**src/rtl/riscv_fetch_unit_if.sv**
```systemverilog
// ---------------------------------------------------------------------------
// riscv_fetch_unit_if
// Instruction-memory request/response bundle between the IF stage and imem.
//   o_fetch_imem_req        fetch -> imem  request valid
//   o_fetch_imem_addr       fetch -> imem  word-aligned request address
//   i_fetch_imem_ready      imem  -> fetch request accepted when req & ready
//   i_fetch_imem_rsp_valid  imem  -> fetch in-order response valid (no backpressure)
//   i_fetch_imem_rsp_data   imem  -> fetch instruction word
// Signal names keep the fetch unit's point of view (o_ = driven by fetch).
// ---------------------------------------------------------------------------
interface riscv_fetch_unit_if #(
    parameter int XLEN = 32
);
    logic            o_fetch_imem_req;
    logic [XLEN-1:0] o_fetch_imem_addr;
    logic            i_fetch_imem_ready;
    logic            i_fetch_imem_rsp_valid;
    logic [XLEN-1:0] i_fetch_imem_rsp_data;

    modport master (
        output o_fetch_imem_req,
        output o_fetch_imem_addr,
        input  i_fetch_imem_ready,
        input  i_fetch_imem_rsp_valid,
        input  i_fetch_imem_rsp_data
    );

    modport slave (
        input  o_fetch_imem_req,
        input  o_fetch_imem_addr,
        output i_fetch_imem_ready,
        output i_fetch_imem_rsp_valid,
        output i_fetch_imem_rsp_data
    );
endinterface

```
**src/rtl/riscv_fetch_unit.sv**
```systemverilog
// ---------------------------------------------------------------------------
// riscv_fetch_unit
// IF stage of the RV32I pipeline. Issues in-order imem requests, keeps a
// DEPTH-entry {pc,instr} prefetch queue, allows up to DEPTH requests in
// flight and squashes in-flight responses after a redirect.
//
// Parameters: XLEN (data/address width), DEPTH (queue entries and max
// outstanding, power of two >= 2), RESET_PC (first fetch address).
//
// Ports:
//   i_clk, i_rst            clock, synchronous active-high reset
//   imem                    imem request/response bundle (master side)
//   o_fetch_valid/pc/instr  instruction presented to ID
//   i_fetch_ready           ID consumes on valid & ready
//   i_fetch_redirect(_pc)   redirect/flush strobe and new target from EX
//
// Build option: RISCV_FETCH_BYPASS_EN -- when the queue is empty and ID is
// ready, a good response goes straight to o_fetch_* in the same cycle.
// Without it every response passes through the queue (1-cycle latency).
// ---------------------------------------------------------------------------
module riscv_fetch_unit #(
    parameter int              XLEN     = 32,
    parameter int              DEPTH    = 4,
    parameter logic [XLEN-1:0] RESET_PC = '0
) (
    input  logic                  i_clk,
    input  logic                  i_rst,
    riscv_fetch_unit_if.master    imem,
    output logic                  o_fetch_valid,
    output logic [XLEN-1:0]       o_fetch_pc,
    output logic [XLEN-1:0]       o_fetch_instr,
    input  logic                  i_fetch_ready,
    input  logic                  i_fetch_redirect,
    input  logic [XLEN-1:0]       i_fetch_redirect_pc
);
    localparam int              PW      = $clog2(DEPTH);
    localparam int              CW      = $clog2(DEPTH) + 1;
    localparam logic [CW:0]     DEPTH_W = (CW+1)'(DEPTH);
    localparam logic [XLEN-1:0] STEP    = XLEN'(4);

    logic [XLEN-1:0] req_pc_q, req_pc_d;
    logic [XLEN-1:0] rsp_pc_q, rsp_pc_d;
    logic [CW-1:0]   outstanding_q, outstanding_d;
    logic [CW-1:0]   discard_q, discard_d;
    logic [CW-1:0]   count_q, count_d;
    logic [PW-1:0]   rd_ptr_q, rd_ptr_d;
    logic [PW-1:0]   wr_ptr_q, wr_ptr_d;
    logic [XLEN-1:0] last_pc_q, last_instr_q;
    logic [XLEN-1:0] q_pc    [DEPTH];
    logic [XLEN-1:0] q_instr [DEPTH];

    logic [CW:0]     occ;
    logic            req, req_fire, rsp_fire, rsp_keep;
    logic            head_valid, bypass, push, pop;
    logic [XLEN-1:0] redir_pc;

    always_comb begin
        // Queue slots are reserved when a request is issued, so occupancy
        // counts both queued entries and requests still in flight.
        occ        = {1'b0, count_q} + {1'b0, outstanding_q};
        req        = ~i_rst & ~i_fetch_redirect & (occ < DEPTH_W);
        req_fire   = req & imem.i_fetch_imem_ready;
        rsp_fire   = ~i_rst & imem.i_fetch_imem_rsp_valid & (outstanding_q != '0);
        rsp_keep   = rsp_fire & (discard_q == '0) & ~i_fetch_redirect;
        head_valid = (count_q != '0);
`ifdef RISCV_FETCH_BYPASS_EN
        bypass     = rsp_keep & ~head_valid & i_fetch_ready;
`else
        bypass     = 1'b0;
`endif
        push       = rsp_keep & ~bypass;
        redir_pc   = i_fetch_redirect_pc & ~XLEN'(3);

        imem.o_fetch_imem_req  = req;
        imem.o_fetch_imem_addr = req_pc_q;

        o_fetch_valid = ~i_rst & ~i_fetch_redirect & (head_valid | bypass);
        pop           = head_valid & o_fetch_valid & i_fetch_ready;

        if (i_rst) begin
            o_fetch_pc    = '0;
            o_fetch_instr = '0;
        end else if (head_valid) begin
            o_fetch_pc    = q_pc[rd_ptr_q];
            o_fetch_instr = q_instr[rd_ptr_q];
        end else if (bypass) begin
            o_fetch_pc    = rsp_pc_q;
            o_fetch_instr = imem.i_fetch_imem_rsp_data;
        end else begin
            o_fetch_pc    = last_pc_q;
            o_fetch_instr = last_instr_q;
        end

        req_pc_d      = req_fire ? req_pc_q + STEP : req_pc_q;
        rsp_pc_d      = rsp_keep ? rsp_pc_q + STEP : rsp_pc_q;
        outstanding_d = outstanding_q + CW'(req_fire) - CW'(rsp_fire);
        discard_d     = discard_q - CW'(rsp_fire & (discard_q != '0));
        count_d       = count_q + CW'(push) - CW'(pop);
        wr_ptr_d      = wr_ptr_q + PW'(push);
        rd_ptr_d      = rd_ptr_q + PW'(pop);

        // Everything still in flight after this cycle's response belongs to
        // the old path; recomputing (not adding) avoids double counting.
        if (i_fetch_redirect) begin
            req_pc_d  = redir_pc;
            rsp_pc_d  = redir_pc;
            count_d   = '0;
            wr_ptr_d  = '0;
            rd_ptr_d  = '0;
            discard_d = outstanding_d;
        end
    end

    always_ff @(posedge i_clk) begin
        if (i_rst) begin
            req_pc_q      <= RESET_PC;
            rsp_pc_q      <= RESET_PC;
            outstanding_q <= '0;
            discard_q     <= '0;
            count_q       <= '0;
            wr_ptr_q      <= '0;
            rd_ptr_q      <= '0;
            last_pc_q     <= '0;
            last_instr_q  <= '0;
        end else begin
            req_pc_q      <= req_pc_d;
            rsp_pc_q      <= rsp_pc_d;
            outstanding_q <= outstanding_d;
            discard_q     <= discard_d;
            count_q       <= count_d;
            wr_ptr_q      <= wr_ptr_d;
            rd_ptr_q      <= rd_ptr_d;
            last_pc_q     <= o_fetch_pc;
            last_instr_q  <= o_fetch_instr;
        end
    end

    always_ff @(posedge i_clk) begin
        if (push) begin
            q_pc[wr_ptr_q]    <= rsp_pc_q;
            q_instr[wr_ptr_q] <= imem.i_fetch_imem_rsp_data;
        end
    end
endmodule

```
**src/flat_wrapper.sv**
```systemverilog
// flat-port wrapper written by rule: the top's interface ports become plain ports
module riscv_fetch_unit_flat 
#(
    parameter int              XLEN     = 32,
    parameter int              DEPTH    = 4,
    parameter logic [XLEN-1:0] RESET_PC = '0
)
  (i_clk, i_rst, o_fetch_valid, o_fetch_pc, o_fetch_instr, i_fetch_ready, i_fetch_redirect, i_fetch_redirect_pc, imem_o_fetch_imem_req, imem_o_fetch_imem_addr, imem_i_fetch_imem_ready, imem_i_fetch_imem_rsp_valid, imem_i_fetch_imem_rsp_data);
  riscv_fetch_unit_if #(.XLEN(XLEN)) imem_i ();
  input  logic i_clk;
  input  logic i_rst;
  output logic o_fetch_valid;
  output logic [XLEN-1:0] o_fetch_pc;
  output logic [XLEN-1:0] o_fetch_instr;
  input  logic i_fetch_ready;
  input  logic i_fetch_redirect;
  input  logic [XLEN-1:0] i_fetch_redirect_pc;
  output wire logic [$bits(imem_i.o_fetch_imem_req)-1:0] imem_o_fetch_imem_req;
  output wire logic [$bits(imem_i.o_fetch_imem_addr)-1:0] imem_o_fetch_imem_addr;
  input wire logic [$bits(imem_i.i_fetch_imem_ready)-1:0] imem_i_fetch_imem_ready;
  input wire logic [$bits(imem_i.i_fetch_imem_rsp_valid)-1:0] imem_i_fetch_imem_rsp_valid;
  input wire logic [$bits(imem_i.i_fetch_imem_rsp_data)-1:0] imem_i_fetch_imem_rsp_data;
  assign imem_o_fetch_imem_req = imem_i.o_fetch_imem_req;
  assign imem_o_fetch_imem_addr = imem_i.o_fetch_imem_addr;
  assign imem_i.i_fetch_imem_ready = imem_i_fetch_imem_ready;
  assign imem_i.i_fetch_imem_rsp_valid = imem_i_fetch_imem_rsp_valid;
  assign imem_i.i_fetch_imem_rsp_data = imem_i_fetch_imem_rsp_data;
  riscv_fetch_unit #(.XLEN(XLEN), .DEPTH(DEPTH), .RESET_PC(RESET_PC)) u_core (.i_clk(i_clk), .i_rst(i_rst), .imem(imem_i), .o_fetch_valid(o_fetch_valid), .o_fetch_pc(o_fetch_pc), .o_fetch_instr(o_fetch_instr), .i_fetch_ready(i_fetch_ready), .i_fetch_redirect(i_fetch_redirect), .i_fetch_redirect_pc(i_fetch_redirect_pc));
endmodule
```
**config.mk**
```make
export PLATFORM = sky130hd
export DESIGN_NAME = riscv_fetch_unit_flat
export DESIGN_NICKNAME = d
export VERILOG_FILES = /design/src/rtl/riscv_fetch_unit_if.sv /design/src/rtl/riscv_fetch_unit.sv /design/src/flat_wrapper.sv
export SDC_FILE = /design/constraint.sdc
export NUM_CORES = 1
export LEC_CHECK = 0
export CAP_MARGIN = 20
export CORE_ASPECT_RATIO = 1.75
export CORE_MARGIN = 5
export CORE_UTILIZATION = 56
export CTS_CLUSTER_DIAMETER = 150
export DETAILED_ROUTE_END_ITERATION = 10
export PLACE_DENSITY = 0.88
export SLEW_MARGIN = 0
export SYNTH_ARGS = -nofsm -noshare
export SYNTH_HDL_FRONTEND = slang
export SYNTH_SLANG_ARGS = --single-unit
export TNS_END_PERCENT = 1
```
**constraint.sdc**
```tcl
create_clock -name i_clk -period 10.25 [get_ports i_clk]
set_input_delay 1.025 -clock i_clk [delete_from_list [all_inputs] [get_ports i_clk]]
set_output_delay 1.025 -clock i_clk [all_outputs]
set_load 0.005 [all_outputs]
```
==> flow_summary_export.csv, run 1 <==
group,metric,value,unit
sta,tns,0,ns
sta,slew_viol_final,0,
place,io_buffers,163,
routing,drt_iter0_drc,805,
hold_path,worstHoldPathCells,2,
layout,area_growth,20.02,%
die,core_area,27330,sq um
global_route,grt_antenna_before_repair,0,
worst_setup_path,critPathLaunch,"i_rst",
routing,antenna_left,0,
sta,finalCritPeriodShare,43.74,%
worst_setup_path,reg2reg_setup_slack,6.78,ns
global_route,overflow,0,
global_route,grt_pass1_wl,54.80,mm
synthesis,postSynthAreaPerCell,13.22,sq um
die,ios,168,
routing,wl_per_cell,20.24,um
clock_network,cts_setup_buffers,0,
power_and_ir_drop,p_leak,5.953,nW
synthesis,synth_top_area_share,47.91,%
routing,wl,34.77,mm
routing,drc_errors,0,
clock_network,hold_buffers,0,
synthesis,netlist_instances,1176,
worst_setup_path,required,9.23,ns
clock_network,ctsLongestPathBuffers,3,
place,pre_cts_slack,5.741,ns
synthesis,yosysSeqAreaShare,65.55,%
layout,stdcell_count,1718,
clock_network,cts-root-buf,"clkbuf_16",
layout,fillCellCount,1889,
place,place_congestion,0.9222,
place,placedCellCount,1655,
layout,diodes,0,
synthesis,syn-cell-area,15540,sq um
die,initial_core_util,56.89,%
worst_setup_path,critPathKind,"input port to primary output",
sta,slew_headroom,29.44,%
run,cap_violations,0,
outcome,outcome,"complete, no violations",
sta,worstMarginPinSlew,1.050,ns
clock_network,clock_latency,0.52,ns
sta,finalWorstSetupSlack,5.767,ns
synthesis,ys_warn_count,0,
global_route,grt_pass1_vias,10270,
worst_setup_path,cp-end-kind,"primary output",
sta,setup_viol,0,
power_and_ir_drop,power_density,175.7,nW/um^2
sta,rsz0062_at_grt,"no",
worst_setup_path,reg2reg_from,"u_core.outstanding_q[1]",
clock_network,cts_tree,"yes",
die,die-area,31320,sq um
synthesis,ys_seq_elements,385,
sta,max_freq,223.0,MHz
clock_network,cts_resized,0,
worst_setup_path,r2r_cells,12,
clock_network,path_clk_slew,0.06,ns
synthesis,synth-compound-area-share,8.749,%
hold_path,holdPathEnd,"u_core.last_pc_q[17]",
clock_network,clkSinkCount,385,
global_route,grt_usage,22.25,%
global_route,grt_max_degree,85,
synthesis,synth_mux_area_share,9.401,%
layout,final_nets,1407,
hold_path,worstHoldStart,"u_core.last_pc_q[17]",
worst_setup_path,startpoint_type,"input port",
worst_setup_path,path_max_fanout,84,
worst_setup_path,cp.arrival,3.46,ns
synthesis,synth_top_family_by_area,"simple AND/OR/NAND/NOR gates",
routing,viasPerCell,5.922,
synthesis,async_flop_share,0,%
layout,drive_gt1_share,11.05,%
sta,finalCriticalPeriod,4.483,ns
clock_network,h-tree-depth,2,
power_and_ir_drop,peakVddDrop,0.00009857,V
die,die_w,135.9,um
routing,vias,10170,
synthesis,synthFlopType,"edfxtp_1",
synthesis,synthSimpleGateAreaFrac,10.66,%
synthesis,synth_area_leaders,"edfxtp_1 48%, dfxtp_1 18%, mux4_2 9.0%, a21oi_1 4.8%, nand2_1 3.9%",
hold_path,hold_class,"flip-flop to flip-flop",
synthesis,synth_edf_count,248,
sta,finalHoldViolCount,0,
worst_setup_path,regToRegEndpoint,"u_core.discard_q[2]",
clock_network,numCtsBuffers,35,
synthesis,ys_types,61,
sta,finClkSkew,0.01746,ns
place,hpwl,21.36,mm
synthesis,synth-xor-area-share,2.028,%
synthesis,synthAdderAreaFrac,1.223,%
die,num_rows,80,
synthesis,yosysTopAreaCell,"edfxtp_1",
die,die_h,230.4,um
routing,dr.pass1.iters,5,
## flip-flops by register name, indices dropped and copies added, names as in the netlist
name	flops
u_core.discard_q	3
u_core.wr_ptr_q	2
u_core.rsp_pc_q	30
u_core.q_instr	128
u_core.last_pc_q	32
u_core.last_instr_q	32
u_core.count_q	3
u_core.q_pc	120
u_core.rd_ptr_q	2
u_core.imem.o_fetch_imem_addr	30
u_core.outstanding_q	3
## layout make-up
type	instances	area, sq um	area share (%)
clock buffer	53	1026	5.499
clock inverter	10	126.4	0.6774
timing repair buffer	179	1749	9.376
inverter	21	78.83	0.4225
sequential	385	10190	54.64
tap	369	461.7	2.475
multi-input combinational	701	5020	26.91
## worst max-delay path, cell delays in order
cell and delay [ns]:
buf_4 0.41, buf_4 0.51, buf_4 0.79, a21oi_1 0.12, clkdlybuf4s50_1 0.52
## worst max path at each step
stage,end,slack (ns),depth (start not counted)
after CTS,o_fetch_pc[14],5.82,5
after global placement,u_core.discard_q[2],5.74,13
after detailed placement,u_core.discard_q[2],5.74,13
final,o_fetch_pc[21],5.77,5
after global routing,o_fetch_pc[17],5.64,5
after floorplan,u_core.q_instr[2][0],1.68,3
## cells in the mapped netlist (11+ instances only)
master    number
edfxtp_1     248
nand2_1      163
a21oi_1      150
dfxtp_1      137
mux4_2        62
clkbuf_1      48
nor2_1        43
nand3_1       32
xnor2_1       25
nand4_1       21
inv_1         19
nor3_1        19
o21ai_0       19
and3_1        14
a211oi_1      13
buf_1         13
ha_1          12
o21a_1        11
xor2_1        11
## cells in the final DEF, fill, tap and decap left out, types with 5 or more instances in the layout
cell type        netlist  final
a21oi_1              150    150
a211oi_1              13     13
o21a_1                11     11
nand2_1              163    163
inv_1                 19     19
xnor2_1               25     25
clkbuf_16              0     37
nor2_1                43     42
a32oi_1                5      5
o21ai_0               19     19
nor3_1                19     18
dfxtp_1              137    135
mux4_2                62     62
nand3_1               32     32
and3_1                14     13
nand4_1               21     21
edfxtp_1             248    248
or3_1                 10      9
clkdlybuf4s50_1        0    162
and2_1                 9      9
clkbuf_1              48     12
nor4_1                10      9
buf_4                  3     17
ha_1                  12     12
and4_1                 9      9
clkinv_2               0      5
a31oi_1                9      9
xor2_1                11     11
## per-stage QoR
| stage | total power [W] | hold slack, ns | util [%] | area, sq um |
|---|---|---|---|---|
| after floorplan | 0.001901 | 0.4404 | - | 15550 |
| after global placement | 0.001989 | 0.4465 | 64.06 | 17500 |
| after detailed placement | 0.002001 | 0.4530 | 64.06 | 17500 |
| after CTS | 0.003302 | 0.4636 | 68.27 | 18660 |
| after global routing | 0.003395 | 0.4813 | 68.27 | 18660 |
| final | 0.003278 | 0.4608 | 68.27 | 18660 |
## report_power, final
| part | internal (W) | switching, W | leakage, nW | total (W) |
|---|---|---|---|---|
| Clock | 0.000769 | 0.000535 | 0.563 | 0.00130 |
| Sequential | 0.00170 | 0.0000432 | 3.37 | 0.00174 |
| Combinational | 0.000108 | 0.000128 | 2.02 | 0.000236 |
## cell families (layout without fill, tap and decap cells)
kind of cell	after synthesis	after routing
AOI/OAI and AO/OA	234	234
xor gates and xnor gates	36	36
adders and majority gates	14	14
buffers and inverters	91	263
DFF	385	385
muxes	68	68
other	1	2
and+or+nand+nor	347	347
## metal layers
layer	part of all wire, %	global-route usage (%)	up-vias
met5	0	0	-
met4	3.3	8.134	0
met3	5.3	2.898	81
met2	54	40.93	375
met1	37	26.39	4981
li1	-	-	4737
No activity file was read; power rests on OpenSTA's default activity.
==> run 2, diff against run 1 <==
clock period = 4.4 ns   (was 10.25 ns; I/O delays follow)
==> flow_summary_export.csv, run 2 (synthesized netlist as in run 1, its figures left out) <==
group,metric,value,unit
outcome,outcome,"complete, no violations",
power_and_ir_drop,power_frac_clock,39.8,%
sta,finalHoldViolCount,0,
worst_setup_path,cp-end-kind,"primary output",
power_and_ir_drop,pwr-share-seq,53.0,%
global_route,grt_max_degree,96,
worst_setup_path,startpoint_type,"flip-flop",
worst_setup_path,endpoint,"o_fetch_instr[18]",
routing,vias,10310,
routing,drc_errors,0,
power_and_ir_drop,p_leak,5.985,nW
die,die_h,230.4,um
worst_setup_path,reg2reg_from,"u_core.outstanding_q[1]",
clock_network,hold_buffers,0,
sta,setup_viol,0,
routing,viasPerCell,5.981,
power_and_ir_drop,power_density,407.6,nW/um^2
place,io_buffers,163,
die,die_w,135.9,um
worst_setup_path,regToRegEndpoint,"u_core.discard_q[2]",
sta,finalCriticalPeriod,3.478,ns
worst_setup_path,r2r_cells,12,
clock_network,ctsLongestPathBuffers,3,
place,hpwl,22.67,mm
global_route,grt_antenna_before_repair,0,
routing,dr.pass1.iters,5,
worst_setup_path,cp.arrival,3.04,ns
worst_setup_path,required,3.96,ns
clock_network,cts-root-buf,"clkbuf_16",
layout,top_register,"u_core.q_instr",
power_and_ir_drop,power_frac_comb,7.2,%
worst_setup_path,critPathLaunch,"u_core.count_q[1]",
layout,reg.largest.list,"u_core.q_instr (128), u_core.q_pc (120)",
die,initial_core_util,56.89,%
power_and_ir_drop,power,0.007646,W
clock_network,h-tree-depth,2,
power_and_ir_drop,peakVddDrop,0.0003031,V
sta,max_freq,287.5,MHz
layout,drive_gt1_share,11.45,%
run,cap_violations,0,
global_route,grt_pass1_wl,55.74,mm
hold_path,hold_class,"input port to flip-flop",
sta,finalCritPeriodShare,79.04,%
worst_setup_path,reg2reg_setup_slack,0.96,ns
clock_network,cts_resized,0,
clock_network,cts_setup_buffers,0,
clock_network,cts_tree,"yes",
global_route,grt_pass1_vias,10520,
clock_network,path_clk_slew,0.06,ns
layout,final_nets,1412,
clock_network,numCtsBuffers,34,
routing,wl,35.25,mm
routing,drt_iter0_drc,651,
layout,layout_commonest_cell,"edfxtp_1",
layout,largest_reg_flops,128,
layout,area_growth,20.69,%
layout,diodes,0,
routing,wl_per_cell,20.46,um
place,place_congestion,0.9122,
place,dpl_cell_area,17600,sq um
worst_setup_path,critPathKind,"flip-flop to primary output",
clock_network,clkSinkCount,385,
layout,layout_common_cells,"248 x edfxtp_1, 163 x nand2_1, 162 x clkdlybuf4s50_1",
die,num_rows,80,
sta,rsz0062_at_grt,"no",
power_and_ir_drop,p_int,0.005982,W
clock_network,clock_latency,0.51,ns
routing,antenna_left,0,
sta,finClkSkew,0.01679,ns
die,core_area,27330,sq um
global_route,grt_usage,22.65,%
power_and_ir_drop,switching_power,0.001665,W
worst_setup_path,path_max_fanout,44,
global_route,overflow,0,
die,ios,168,
die,die-area,31320,sq um
sta,slew_headroom,29.30,%
power_and_ir_drop,p_sw_share,21.77,%
sta,slew_viol_final,0,
layout,design_area,18760,sq um
sta,worstMarginPinSlew,1.052,ns
## run 2: worst min-delay path by stage
stage / startpoint / to / slack, ns / depth (start not counted)
3_5_place_dp: u_core.last_pc_q[12] / u_core.last_pc_q[12] / 0.45 / 2
3_3_place_gp: u_core.last_pc_q[16] / u_core.last_pc_q[16] / 0.45 / 2
6_report: i_rst / u_core.outstanding_q[0] / 0.32 / 2
5_1_grt: i_rst / u_core.discard_q[0] / 0.31 / 2
4_1_cts: i_rst / u_core.outstanding_q[0] / 0.29 / 2
2_1_floorplan: u_core.last_instr_q[0] / u_core.last_instr_q[0] / 0.44 / 2
## run 2: power groups by stage
stage / registers [W] / logic (W) / clock network [W]
floorplan: 0.00410 / 0.000325 / 0
global route: 0.00406 / 0.000606 / 0.00325
detailed placement: 0.00413 / 0.000544 / 0
finish: 0.00405 / 0.000553 / 0.00304
global placement: 0.00412 / 0.000524 / 0
CTS: 0.00405 / 0.000551 / 0.00310
## run 2: through the flow
stage	hold slack [ns]	worst slack, ns	utilization (%)	cells	setup TNS (ns)
global route	0.3147	0.7181	68.65	1723	0
finish	0.3151	0.9221	68.65	1723	0
global placement	0.4468	0.7766	64.40	1660	0
detailed placement	0.4536	0.7926	64.40	1660	0
floorplan	0.4404	-0.4639	-	1177	-56.57
CTS	0.2926	0.8612	68.63	1722	0
## run 2: layout make-up
class                      instances  area (sq um)
sequential                       385         10190
timing repair buffer             185          1832
fill                            1834          8566
inverter                          21         78.83
clock inverter                    16         155.1
tap                              369         461.7
clock buffer                      46          1001
multi-input combinational        701          5037
## run 2: critical path, stage by stage (launching register included)
cell and delay, ns:
dfxtp_1 0.43, or3_2 0.83, buf_4 0.40, nand2_1 0.12, a21oi_1 0.19, clkdlybuf4s50_1 0.54
## run 2: routing by layer
| metal | global-route usage, % | part of all wire, % |
|---|---|---|
| met5 | 0 | 0 |
| met2 | 42.46 | 55 |
| met1 | 25.87 | 36 |
| met4 | 8.575 | 3.4 |
| met3 | 3.072 | 6.1 |
